**src/rtl/uart_pkg.sv**
```systemverilog
// uart_pkg: shared definitions for the UART transmit-side feeder.
// Contents: default data width / FIFO address width and the launch FSM
// state encoding used by uart_tx_feeder.
package uart_pkg;

  localparam int DBIT_DEF   = 8;
  localparam int ADDR_W_DEF = 4;

  // Launch FSM encoding; 2'b11 is unused and recovers to ST_IDLE.
  typedef enum logic [1:0] {
    ST_IDLE   = 2'b00,
    ST_LAUNCH = 2'b01,
    ST_WAIT   = 2'b10
  } state_t;

endpackage

```
**src/rtl/uart_tx_feeder_if.sv**
```systemverilog
// uart_tx_feeder_if: bundle of the host write side and transmitter side
// signals of uart_tx_feeder.
//   master modport (host/transmitter side): drives wr_en, wr_data,
//     tx_done_tick; observes full, empty, count, overflow, tx_start,
//     tx_dout, busy.
//   slave modport (feeder side): the reverse.
interface uart_tx_feeder_if
  import uart_pkg::*;
#(
  parameter int DBIT   = DBIT_DEF,
  parameter int ADDR_W = ADDR_W_DEF
);

  logic              wr_en;
  logic [DBIT-1:0]   wr_data;
  logic              full;
  logic              empty;
  logic [ADDR_W:0]   count;
  logic              overflow;
  logic              tx_start;
  logic [DBIT-1:0]   tx_dout;
  logic              tx_done_tick;
  logic              busy;

  modport master (
    output wr_en, wr_data, tx_done_tick,
    input  full, empty, count, overflow, tx_start, tx_dout, busy
  );

  modport slave (
    input  wr_en, wr_data, tx_done_tick,
    output full, empty, count, overflow, tx_start, tx_dout, busy
  );

endinterface

```
**src/rtl/uart_tx_feeder_sync_fifo.sv**
```systemverilog
// sync_fifo: circular FIFO of 2**ADDR_W words with a separate occupancy
// counter and a sticky overflow flag.
// Ports: clk, reset (sync, active-high); wr_en/wr_data write side;
// rd_en/rd_data read side (rd_data shows the head word combinationally);
// full, empty, count, overflow status.
module sync_fifo
  import uart_pkg::*;
#(
  parameter int DBIT   = DBIT_DEF,
  parameter int ADDR_W = ADDR_W_DEF
) (
  input  logic              clk,
  input  logic              reset,
  input  logic              wr_en,
  input  logic [DBIT-1:0]   wr_data,
  input  logic              rd_en,
  output logic [DBIT-1:0]   rd_data,
  output logic              full,
  output logic              empty,
  output logic [ADDR_W:0]   count,
  output logic              overflow
);

  localparam logic [ADDR_W:0] DEPTH = {1'b1, {ADDR_W{1'b0}}};
  localparam logic [ADDR_W:0] ONE   = {{ADDR_W{1'b0}}, 1'b1};

  logic [DBIT-1:0]   mem_r [2**ADDR_W];
  logic [ADDR_W-1:0] wr_ptr_r;
  logic [ADDR_W-1:0] rd_ptr_r;
  logic [ADDR_W:0]   count_r;
  logic              overflow_r;
  logic              full_s;
  logic              empty_s;
  logic              wr_acc_s;
  logic              rd_acc_s;

  // A write while full is rejected even if a pop frees a slot this cycle.
  assign full_s   = (count_r == DEPTH);
  assign empty_s  = (count_r == {(ADDR_W+1){1'b0}});
  assign wr_acc_s = wr_en && !full_s;
  assign rd_acc_s = rd_en && !empty_s;

  assign rd_data  = mem_r[rd_ptr_r];
  assign full     = full_s;
  assign empty    = empty_s;
  assign count    = count_r;
  assign overflow = overflow_r;

  // Storage array; contents need no reset.
  always_ff @(posedge clk) begin
    if (wr_acc_s) begin
      mem_r[wr_ptr_r] <= wr_data;
    end
  end

  // Pointers, occupancy and sticky overflow.
  always_ff @(posedge clk) begin
    if (reset) begin
      wr_ptr_r   <= {ADDR_W{1'b0}};
      rd_ptr_r   <= {ADDR_W{1'b0}};
      count_r    <= {(ADDR_W+1){1'b0}};
      overflow_r <= 1'b0;
    end else begin
      if (wr_acc_s) begin
        wr_ptr_r <= wr_ptr_r + {{(ADDR_W-1){1'b0}}, 1'b1};
      end
      if (rd_acc_s) begin
        rd_ptr_r <= rd_ptr_r + {{(ADDR_W-1){1'b0}}, 1'b1};
      end
      case ({wr_acc_s, rd_acc_s})
        2'b10:   count_r <= count_r + ONE;
        2'b01:   count_r <= count_r - ONE;
        default: count_r <= count_r;
      endcase
      if (wr_en && full_s) begin
        overflow_r <= 1'b1;
      end
    end
  end

endmodule

```
**src/rtl/uart_tx_feeder.sv**
```systemverilog
// uart_tx_feeder: buffers host bytes in a FIFO and launches them one at a
// time into the UART transmitter, waiting for tx_done_tick between frames.
// Ports: clk, reset (sync, active-high); bus (slave modport) carrying
// wr_en/wr_data/full/empty/count/overflow on the host side and
// tx_start/tx_dout/tx_done_tick/busy on the transmitter side.
module uart_tx_feeder
  import uart_pkg::*;
#(
  parameter int DBIT   = DBIT_DEF,
  parameter int ADDR_W = ADDR_W_DEF
) (
  input  logic              clk,
  input  logic              reset,
  uart_tx_feeder_if.slave   bus
);

  state_t            state_r;
  logic              tx_start_r;
  logic [DBIT-1:0]   tx_dout_r;
  logic              busy_r;
  logic              fifo_rd_en_s;
  logic [DBIT-1:0]   fifo_rd_data_s;
  logic              fifo_empty_s;

  // Pop only from IDLE; the FSM captures the head word on the same edge.
  assign fifo_rd_en_s = (state_r == ST_IDLE) && !fifo_empty_s;

  sync_fifo #(
    .DBIT   (DBIT),
    .ADDR_W (ADDR_W)
  ) u_fifo (
    .clk      (clk),
    .reset    (reset),
    .wr_en    (bus.wr_en),
    .wr_data  (bus.wr_data),
    .rd_en    (fifo_rd_en_s),
    .rd_data  (fifo_rd_data_s),
    .full     (bus.full),
    .empty    (fifo_empty_s),
    .count    (bus.count),
    .overflow (bus.overflow)
  );

  assign bus.empty    = fifo_empty_s;
  assign bus.tx_start = tx_start_r;
  assign bus.tx_dout  = tx_dout_r;
  assign bus.busy     = busy_r;

  // Launch FSM; tx_start and busy are registered next-state decodes.
  always_ff @(posedge clk) begin
    if (reset) begin
      state_r    <= ST_IDLE;
      tx_start_r <= 1'b0;
      tx_dout_r  <= {DBIT{1'b0}};
      busy_r     <= 1'b0;
    end else begin
      case (state_r)
        ST_IDLE: begin
          if (!fifo_empty_s) begin
            state_r    <= ST_LAUNCH;
            tx_start_r <= 1'b1;
            tx_dout_r  <= fifo_rd_data_s;
            busy_r     <= 1'b1;
          end else begin
            state_r    <= ST_IDLE;
            tx_start_r <= 1'b0;
            busy_r     <= 1'b0;
          end
        end
        ST_LAUNCH: begin
          state_r    <= ST_WAIT;
          tx_start_r <= 1'b0;
          busy_r     <= 1'b1;
        end
        ST_WAIT: begin
          tx_start_r <= 1'b0;
          if (bus.tx_done_tick) begin
            state_r <= ST_IDLE;
            busy_r  <= 1'b0;
          end else begin
            state_r <= ST_WAIT;
            busy_r  <= 1'b1;
          end
        end
        default: begin
          state_r    <= ST_IDLE;
          tx_start_r <= 1'b0;
          busy_r     <= 1'b0;
        end
      endcase
    end
  end

endmodule

```
**src/flat_wrapper.sv**
```systemverilog
// flat-port wrapper written by rule: the top's interface ports become plain ports
module uart_tx_feeder_flat import uart_pkg::*;
#(
  parameter int DBIT   = DBIT_DEF,
  parameter int ADDR_W = ADDR_W_DEF
)
  (clk, reset, bus_wr_en, bus_wr_data, bus_tx_done_tick, bus_full, bus_empty, bus_count, bus_overflow, bus_tx_start, bus_tx_dout, bus_busy);
  uart_tx_feeder_if #(.DBIT(DBIT), .ADDR_W(ADDR_W)) bus_i ();
  input  logic clk;
  input  logic reset;
  input wire logic [$bits(bus_i.wr_en)-1:0] bus_wr_en;
  input wire logic [$bits(bus_i.wr_data)-1:0] bus_wr_data;
  input wire logic [$bits(bus_i.tx_done_tick)-1:0] bus_tx_done_tick;
  output wire logic [$bits(bus_i.full)-1:0] bus_full;
  output wire logic [$bits(bus_i.empty)-1:0] bus_empty;
  output wire logic [$bits(bus_i.count)-1:0] bus_count;
  output wire logic [$bits(bus_i.overflow)-1:0] bus_overflow;
  output wire logic [$bits(bus_i.tx_start)-1:0] bus_tx_start;
  output wire logic [$bits(bus_i.tx_dout)-1:0] bus_tx_dout;
  output wire logic [$bits(bus_i.busy)-1:0] bus_busy;
  assign bus_i.wr_en = bus_wr_en;
  assign bus_i.wr_data = bus_wr_data;
  assign bus_i.tx_done_tick = bus_tx_done_tick;
  assign bus_full = bus_i.full;
  assign bus_empty = bus_i.empty;
  assign bus_count = bus_i.count;
  assign bus_overflow = bus_i.overflow;
  assign bus_tx_start = bus_i.tx_start;
  assign bus_tx_dout = bus_i.tx_dout;
  assign bus_busy = bus_i.busy;
  uart_tx_feeder #(.DBIT(DBIT), .ADDR_W(ADDR_W)) u_core (.clk(clk), .reset(reset), .bus(bus_i));
endmodule
```
**config.mk**
```make
export PLATFORM = sky130hd
export DESIGN_NAME = uart_tx_feeder_flat
export DESIGN_NICKNAME = d
export VERILOG_FILES = /design/src/rtl/uart_pkg.sv /design/src/rtl/uart_tx_feeder_if.sv /design/src/rtl/uart_tx_feeder_sync_fifo.sv /design/src/rtl/uart_tx_feeder.sv /design/src/flat_wrapper.sv
export SDC_FILE = /design/constraint.sdc
export NUM_CORES = 1
export LEC_CHECK = 0
export ABC_AREA = 1
export CORE_UTILIZATION = 57
export CTS_CLUSTER_DIAMETER = 40
export DETAILED_ROUTE_END_ITERATION = 10
export HOLD_SLACK_MARGIN = 0.02
export PLACE_DENSITY = 0.76
export SYNTH_ARGS = -nofsm -noshare
export SYNTH_HDL_FRONTEND = slang
export SYNTH_HIERARCHICAL = 1
export SYNTH_SLANG_ARGS = --single-unit
```
**constraint.sdc**
```tcl
create_clock -name clk -period 2.7 [get_ports clk]
set_clock_uncertainty 0.1 [all_clocks]
set_input_delay 0.405 -clock clk [delete_from_list [all_inputs] [get_ports clk]]
set_output_delay 0.405 -clock clk [all_outputs]
set_load 0.05 [all_outputs]
```
Word level (Yosys, flattened, before mapping):

Memory sizes are Yosys's and may differ from the RTL's. A register that Yosys moved wholly into a read port is not among the register bits.
Cells that the tools add are included.

* register bits after elaboration: 18
* RAM bits: 128
* bits of input ports: 12
* output and inout port bits: 18
* word-level logic and storage cells: 39
* memories kept: 1

* $add $sub $neg: 4
* equal/unequal tests: 5
* mux-type cells: 9
* bitwise operators: 2
* reduce and logical (&&, ||, !) cells: 11

Memories
* u_core.u_fifo.mem_r: words 16, bits a word 8, read ports 1, clocked after memory_dff 1, wr ports 1, line uart_tx_feeder_sync_fifo.sv:27 `logic [DBIT-1:0] mem_r [2**ADDR_W];`

Operator list (count)
* $pmux W5 S2: 1
* $add A4 B1 Y4 const B: 2
* $pmux W2 S3: 1
* $add A5 B1 Y5 const B: 1
* $eq A5 B5 Y1 const B: 1
* $logic_not A5 Y1: 1
* $mux W1: 5
* $sub A5 B1 Y5 const B: 1
* $eq A2 B1 Y1 const B: 2
* $eq A2 B2 Y1 const B: 2
* $logic_and A1 B1 Y1: 4
* $pmux W1 S3: 1
* $logic_not A1 Y1: 2
* $logic_not A2 Y1: 1
* $mux W2: 1
* $not A1 Y1: 2
* $reduce_and A2 Y1: 1
* $reduce_bool A2 Y1: 1
* $reduce_or A2 Y1: 1

Logic depth before layout (Yosys ltp):

* depth in word-level cells: 6
* gate-level depth with buffers: 20
* depth with buffers taken out: 19

Hierarchy:

Netlist, hierarchy kept.

By module, submodules not included
* sync_fifo: times used 1, cells each 483, area an instance 6165.9 µm², seq. area each 4204.0 µm²
* uart_tx_feeder: times used 1, cells each 68, area an instance 496.7 µm², seq. area each 240.2 µm²

Least setup slack after synthesis:

OpenSTA, ideal clock, no wires.

* path kind: register to register
* from: reg u_core.u_fifo.count_r[1], in the netlist u_core/u_fifo/count[1]
* to: reg u_core.u_fifo.count_r[4], in the netlist u_core/u_fifo/count[4]
* setup time: 109 ps
* arrival time: 2836 ps
* data required time: 2491 ps
* path slack: -345 ps
* cell stages (with the launch flop): 21
* buffers on the path: 1
* period minus slack after synthesis: 3045 ps
* path through: dfxtp_1 -> nor2_2 -> nand3_2 -> inv_1 -> inv_2 -> buf_6 -> nand2_1 -> inv_1 -> nand2_4 -> inv_4 -> ha_1 -> xor2_1 -> ha_1 -> inv_1 -> nand2_2 -> nand2_1 -> nand2_1 -> nand2_1 -> nand3_1 -> nand2_1 -> inv_1

* cells in the longest elaborated chain, start to end: 6
* elaborated cells between the ends (all ways): 13
* those cells by class: add/sub (2); eq/ne (3); mux (1); reduce/logical (7)

RTL lines
* start: declaration: line uart_tx_feeder_sync_fifo.sv:30 `logic [ADDR_W:0] count_r;`
* start signal: assignment: line uart_tx_feeder_sync_fifo.sv:61 `count_r <= {(ADDR_W+1){1'b0}};`
* start signal: assignment: line uart_tx_feeder_sync_fifo.sv:71 `2'b10: count_r <= count_r + ONE;`
* start signal: assignment: line uart_tx_feeder_sync_fifo.sv:72 `2'b01: count_r <= count_r - ONE;`
* $logic_not A5 Y1 *: line uart_tx_feeder_sync_fifo.sv:39 `assign empty_s = (count_r == {(ADDR_W+1){1'b0}});`
* via bus_empty: line flat_wrapper.sv:15 `output wire logic [$bits(bus_i.empty)-1:0] bus_empty;`
* $logic_not A1 Y1 *: line uart_tx_feeder.sv:26 `assign fifo_rd_en_s = (state_r == ST_IDLE) && !fifo_empty_s;`
* $logic_and A1 B1 Y1 *: line uart_tx_feeder.sv:26
* via u_core.fifo_rd_en_s: line uart_tx_feeder.sv:21 `logic fifo_rd_en_s;`
* $logic_and A1 B1 Y1 *: line uart_tx_feeder_sync_fifo.sv:41 `assign rd_acc_s = rd_en && !empty_s;`
* via u_core.u_fifo.rd_acc_s: line uart_tx_feeder_sync_fifo.sv:35 `logic rd_acc_s;`
* $eq A2 B1 Y1 or $eq A2 B2 Y1 (tied branches): line uart_tx_feeder_sync_fifo.sv:70 `case ({wr_acc_s, rd_acc_s})`
* $pmux W5 S2 or $reduce_bool A2 Y1 (tied branches)

The timed path passes the listed nets; every way through them passes the cells marked *.
A chain may end at the register's enable or synchronous reset.

Worst setup path in the final report:

* from: reg u_core.u_fifo.count_r[1], in the netlist u_core/u_fifo/count[1]
* to: out bus_empty

* cells in the longest elaborated chain, start to end: 1

RTL lines (line)
* $logic_not A5 Y1: uart_tx_feeder_sync_fifo.sv:39
* end: declaration: flat_wrapper.sv:15

No other way between the ends.

==> parameters.txt <==
Parameter                              Value

Synthesis
  Cell types with the largest area share after synthesis    sky130_fd_sc_hd__edfxtp_1, sky130_fd_sc_hd__dfxtp_1, sky130_fd_sc_hd__mux2i_1, sky130_fd_sc_hd__inv_1, sky130_fd_sc_hd__o211ai_1
  Synth top area share    57.7%
  Number of flops mapped to enable cells by yosys    roughly 130
  Unique cell type count in the Yosys netlist    34
  Synthesis Warnings    6
  Mean cell area of the mapped netlist    12.1 um2
  Gate Count Post-Synth    551
  Sequential cell area fraction in the yosys report    approximately 67%
  Async set-or-reset flop fraction in the synthesized netlist    0%
  Net count after synthesis    about 570
  Most area-hungry cell type in the Yosys netlist    sky130_fd_sc_hd__edfxtp_1
  Synth Register Bits    between 150 and 200
  Main synth FF type    sky130_fd_sc_hd__edfxtp_1
  Combined area of all synthesized cells    0.00666 mm2

Route
  Count of nets left with antenna violations after detail routing    0
  Final Routed Wirelength    13.9 mm
  DRC    0
  Routed len/inst    18.5 um
  DRT Pass-1 Iters    5
  Starting DRC count in detailed routing    385
  Average via count per standard cell    5.72
  Number of vias after detailed routing    ~4,300

Critical path
  Critical path's slowest cell    sky130_fd_sc_hd__clkdlybuf4s50_1
  Max Fanout on Critical Path    6
  Worst endpoint required time    roughly 2.2 ns
  Critical setup path kind    reg -> out
  Worst Setup Start Kind    register
  Series of cell instances along the critical path    nor2_2 -> nand3_2 -> clkinvlp_4 -> clkdlybuf4s50_1
  WP data arrival    between 2 and 2.5 ns
  Worst Setup End Kind    output port
  Largest incremental delay on the critical path    around 0.8 ns
  Worst path bufs/invs    2
  Cell family contributing the most delay on the critical path    buffers and inverters

Clock network
  Clock latency at the later pin of the worst-skew pair    0.42 ns
  Number of H-tree levels    4
  Total CTS buffers    17
  Largest buffer count on any clock path    2
  CTS tree    done
  Clock-pin slew reported for the worst setup and hold paths after clock tree synthesis    0.06 ns
  Sinks on Clock Net    between 150 and 200
  # hold bufs at CTS    0
  Clk root buf    sky130_fd_sc_hd__clkbuf_16

Layout
  Layout Utilization    68.9%
  Most frequent cells in the layout    sky130_fd_sc_hd__edfxtp_1, sky130_fd_sc_hd__inv_1, sky130_fd_sc_hd__a21oi_1, sky130_fd_sc_hd__o21ai_0, sky130_fd_sc_hd__nor2_1
  Fillers    801
  Antenna cells    0
  Most common cell after layout, fill and taps aside    sky130_fd_sc_hd__edfxtp_1
  Area of the multi-input gates    ~0.0018 mm2
  Number of standard cells in the final layout excluding fillers    755
  Signed area change from the synthesized netlist to the final layout    18.0%
  # nets final    619
  FF+latch area    0.00447 mm2
  Layout cells sized above 1    13.2%

Timing
  Setup repair after global routing missed its margin    no
  Fin Setup TNS    0 ns
  Maximum clock rate    394 MHz
  Finish-stage setup viols    0
  Time the final worst path needs with I/O delays and setup    2.54 ns
  Number of max-slew violations in the final report    0
  Period utilization    94.1%
  Worst slew slack as a fraction of its limit    51.5%
  Transition time at the pin with the least slew margin    0.725 ns
  Final number of hold-violating endpoints    0

Power and ir drop
  Maximum VDD drop    845 uV
  Pwr dens    approximately 1000 mW/mm2
  Leakage power    approximately 0.0029 uW
  Total chip power    about 8000 uW

Floorplanning
  Number of rows in the core area    39
  Area of the die    approximately 0.012 mm2
  Number of top-level pins    30
  Area of the core    0.0114 mm2
  Die H    110 um
  Width of the die    110 um
  Initial Util    about three fifths

Place
  Detailed Place HPWL    8.78 mm
  Weighted congestion at the end of routability-driven global placement    0.904
  Port Buf Inserts    29
  Placed insts    723

GRT
  Global-route wire length before repair    21.3 mm
  Aggregate global routing overflow    0
  Number of global-route vias before repair    3,949
  Largest net degree at the start of global routing    55
  Global routing usage summed across all routing layers    between 20% and 30%
  Initial antenna violation count    0

Job
  Max-cap violation count    0

Worst hold path
  Hold WC Path Type    reg -> reg

Run status
  Status    completed
cell type report:
class | instances | share of cell area [%]
Inverter | 74 | 3.64
Tap cell | 143 | 2.28
Timing Repair Buffer | 55 | 6.17
Clock buffer | 19 | 5.51
Clock inverter | 13 | 2.50
Multi-Input combinational cell | 293 | 23.1
Sequential cell | 158 | 56.8
worst paths after layout:
path / start / endpoint / slack, ns / cells after the start
setup / recovery: u_core/u_fifo/count[1]$_SDFFE_PP0P_ / bus_empty / 0.16 / 4
hold / removal: u_core/bus.tx_dout[4]$_SDFFE_PP0N_ / u_core/bus.tx_dout[4]$_SDFFE_PP0N_ / 0.38 / 2
setup reg to reg: u_core/u_fifo/count[2]$_SDFFE_PP0P_ / u_core/u_fifo/count[4]$_SDFFE_PP0P_ / 0.21 / 18
hold reg to reg: u_core/bus.tx_dout[4]$_SDFFE_PP0N_ / u_core/bus.tx_dout[4]$_SDFFE_PP0N_ / 0.38 / 2
registers in the layout (all words and copies together) (netlist names), named ones only:
signal / flops
u_core/u_fifo/mem_r: 128
u_core/bus.tx_dout: 8
u_core/u_fifo/count: 5
u_core/u_fifo/rd_ptr_r: 4
u_core/u_fifo/wr_ptr_r: 4
u_core/state_r: 2
u_core/bus.busy: 1
u_core/bus.tx_start: 1
u_core/u_fifo/overflow: 1
stage by stage:
step / cell area, um2 / hold WS, ns / worst slack, ns
final: 7860 / 0.382 / 0.160
after CTS: 7860 / 0.389 / 0.147
after global routing: 7860 / 0.410 / 0.0122
after detailed placement: 7230 / 0.374 / 0.243
after global placement: 7230 / 0.351 / 0.306
after floorplan: 6700 / 0.365 / 0.0432
synthesized netlist by cell type (4+ instances only):
library cell and n:
sky130_fd_sc_hd__a21oi_1 45, sky130_fd_sc_hd__buf_1 4, sky130_fd_sc_hd__buf_2 5, sky130_fd_sc_hd__buf_6 4, sky130_fd_sc_hd__clkbuf_1 11, sky130_fd_sc_hd__dfxtp_1 30
sky130_fd_sc_hd__edfxtp_1 128, sky130_fd_sc_hd__ha_1 8, sky130_fd_sc_hd__inv_1 69, sky130_fd_sc_hd__mux2i_1 32, sky130_fd_sc_hd__nand2_1 36, sky130_fd_sc_hd__nand3_1 23
sky130_fd_sc_hd__nor2_1 39, sky130_fd_sc_hd__nor3b_1 7, sky130_fd_sc_hd__o211ai_1 32, sky130_fd_sc_hd__o21ai_0 41, sky130_fd_sc_hd__xor2_1 4
timing repair:
action | in CTS | in global routing
resized for setup | 0 | 1
buffers inserted | 0 | 0
setup endpoints to repair | 0 | 1
power breakdown:
part	switching (uW)	internal (uW)	total, uW
clock network	904	1630	2530
logic	1490	837	2330
registers	200	2830	3030
total	2600	5300	7900
worst min-delay path, cell delays in order, from the launching register on:
cell and delay (ns):
sky130_fd_sc_hd__dfxtp_1 0.33, sky130_fd_sc_hd__a21oi_1 0.04, sky130_fd_sc_hd__nor2_1 0.08
cells by family (layout without fill, tap and decap cells):
kind of cell / count (synthesis) / after routing / share of synthesized area (%)
buf+inv: 100 / 161 / 6.33
flops: 158 / 158 / 66.7
xor+xnor: 5 / 5 / 0.657
compound gates: 125 / 125 / 11.1
fa+ha+maj: 8 / 8 / 1.50
simple gates: 123 / 123 / 8.94
mux: 32 / 32 / 4.81
per-layer routing:
layer / vias to the layer above / GRT usage [%] / part of all wire (%)
met5: - / 0 / 0
met1: 2089 / 34.9 / 44
met4: 0 / 10.9 / 2.3
li1: 2050 / - / -
met2: 158 / 37.4 / 47
met3: 24 / 5.11 / 6.7
(Power assumes the default switching activity.)
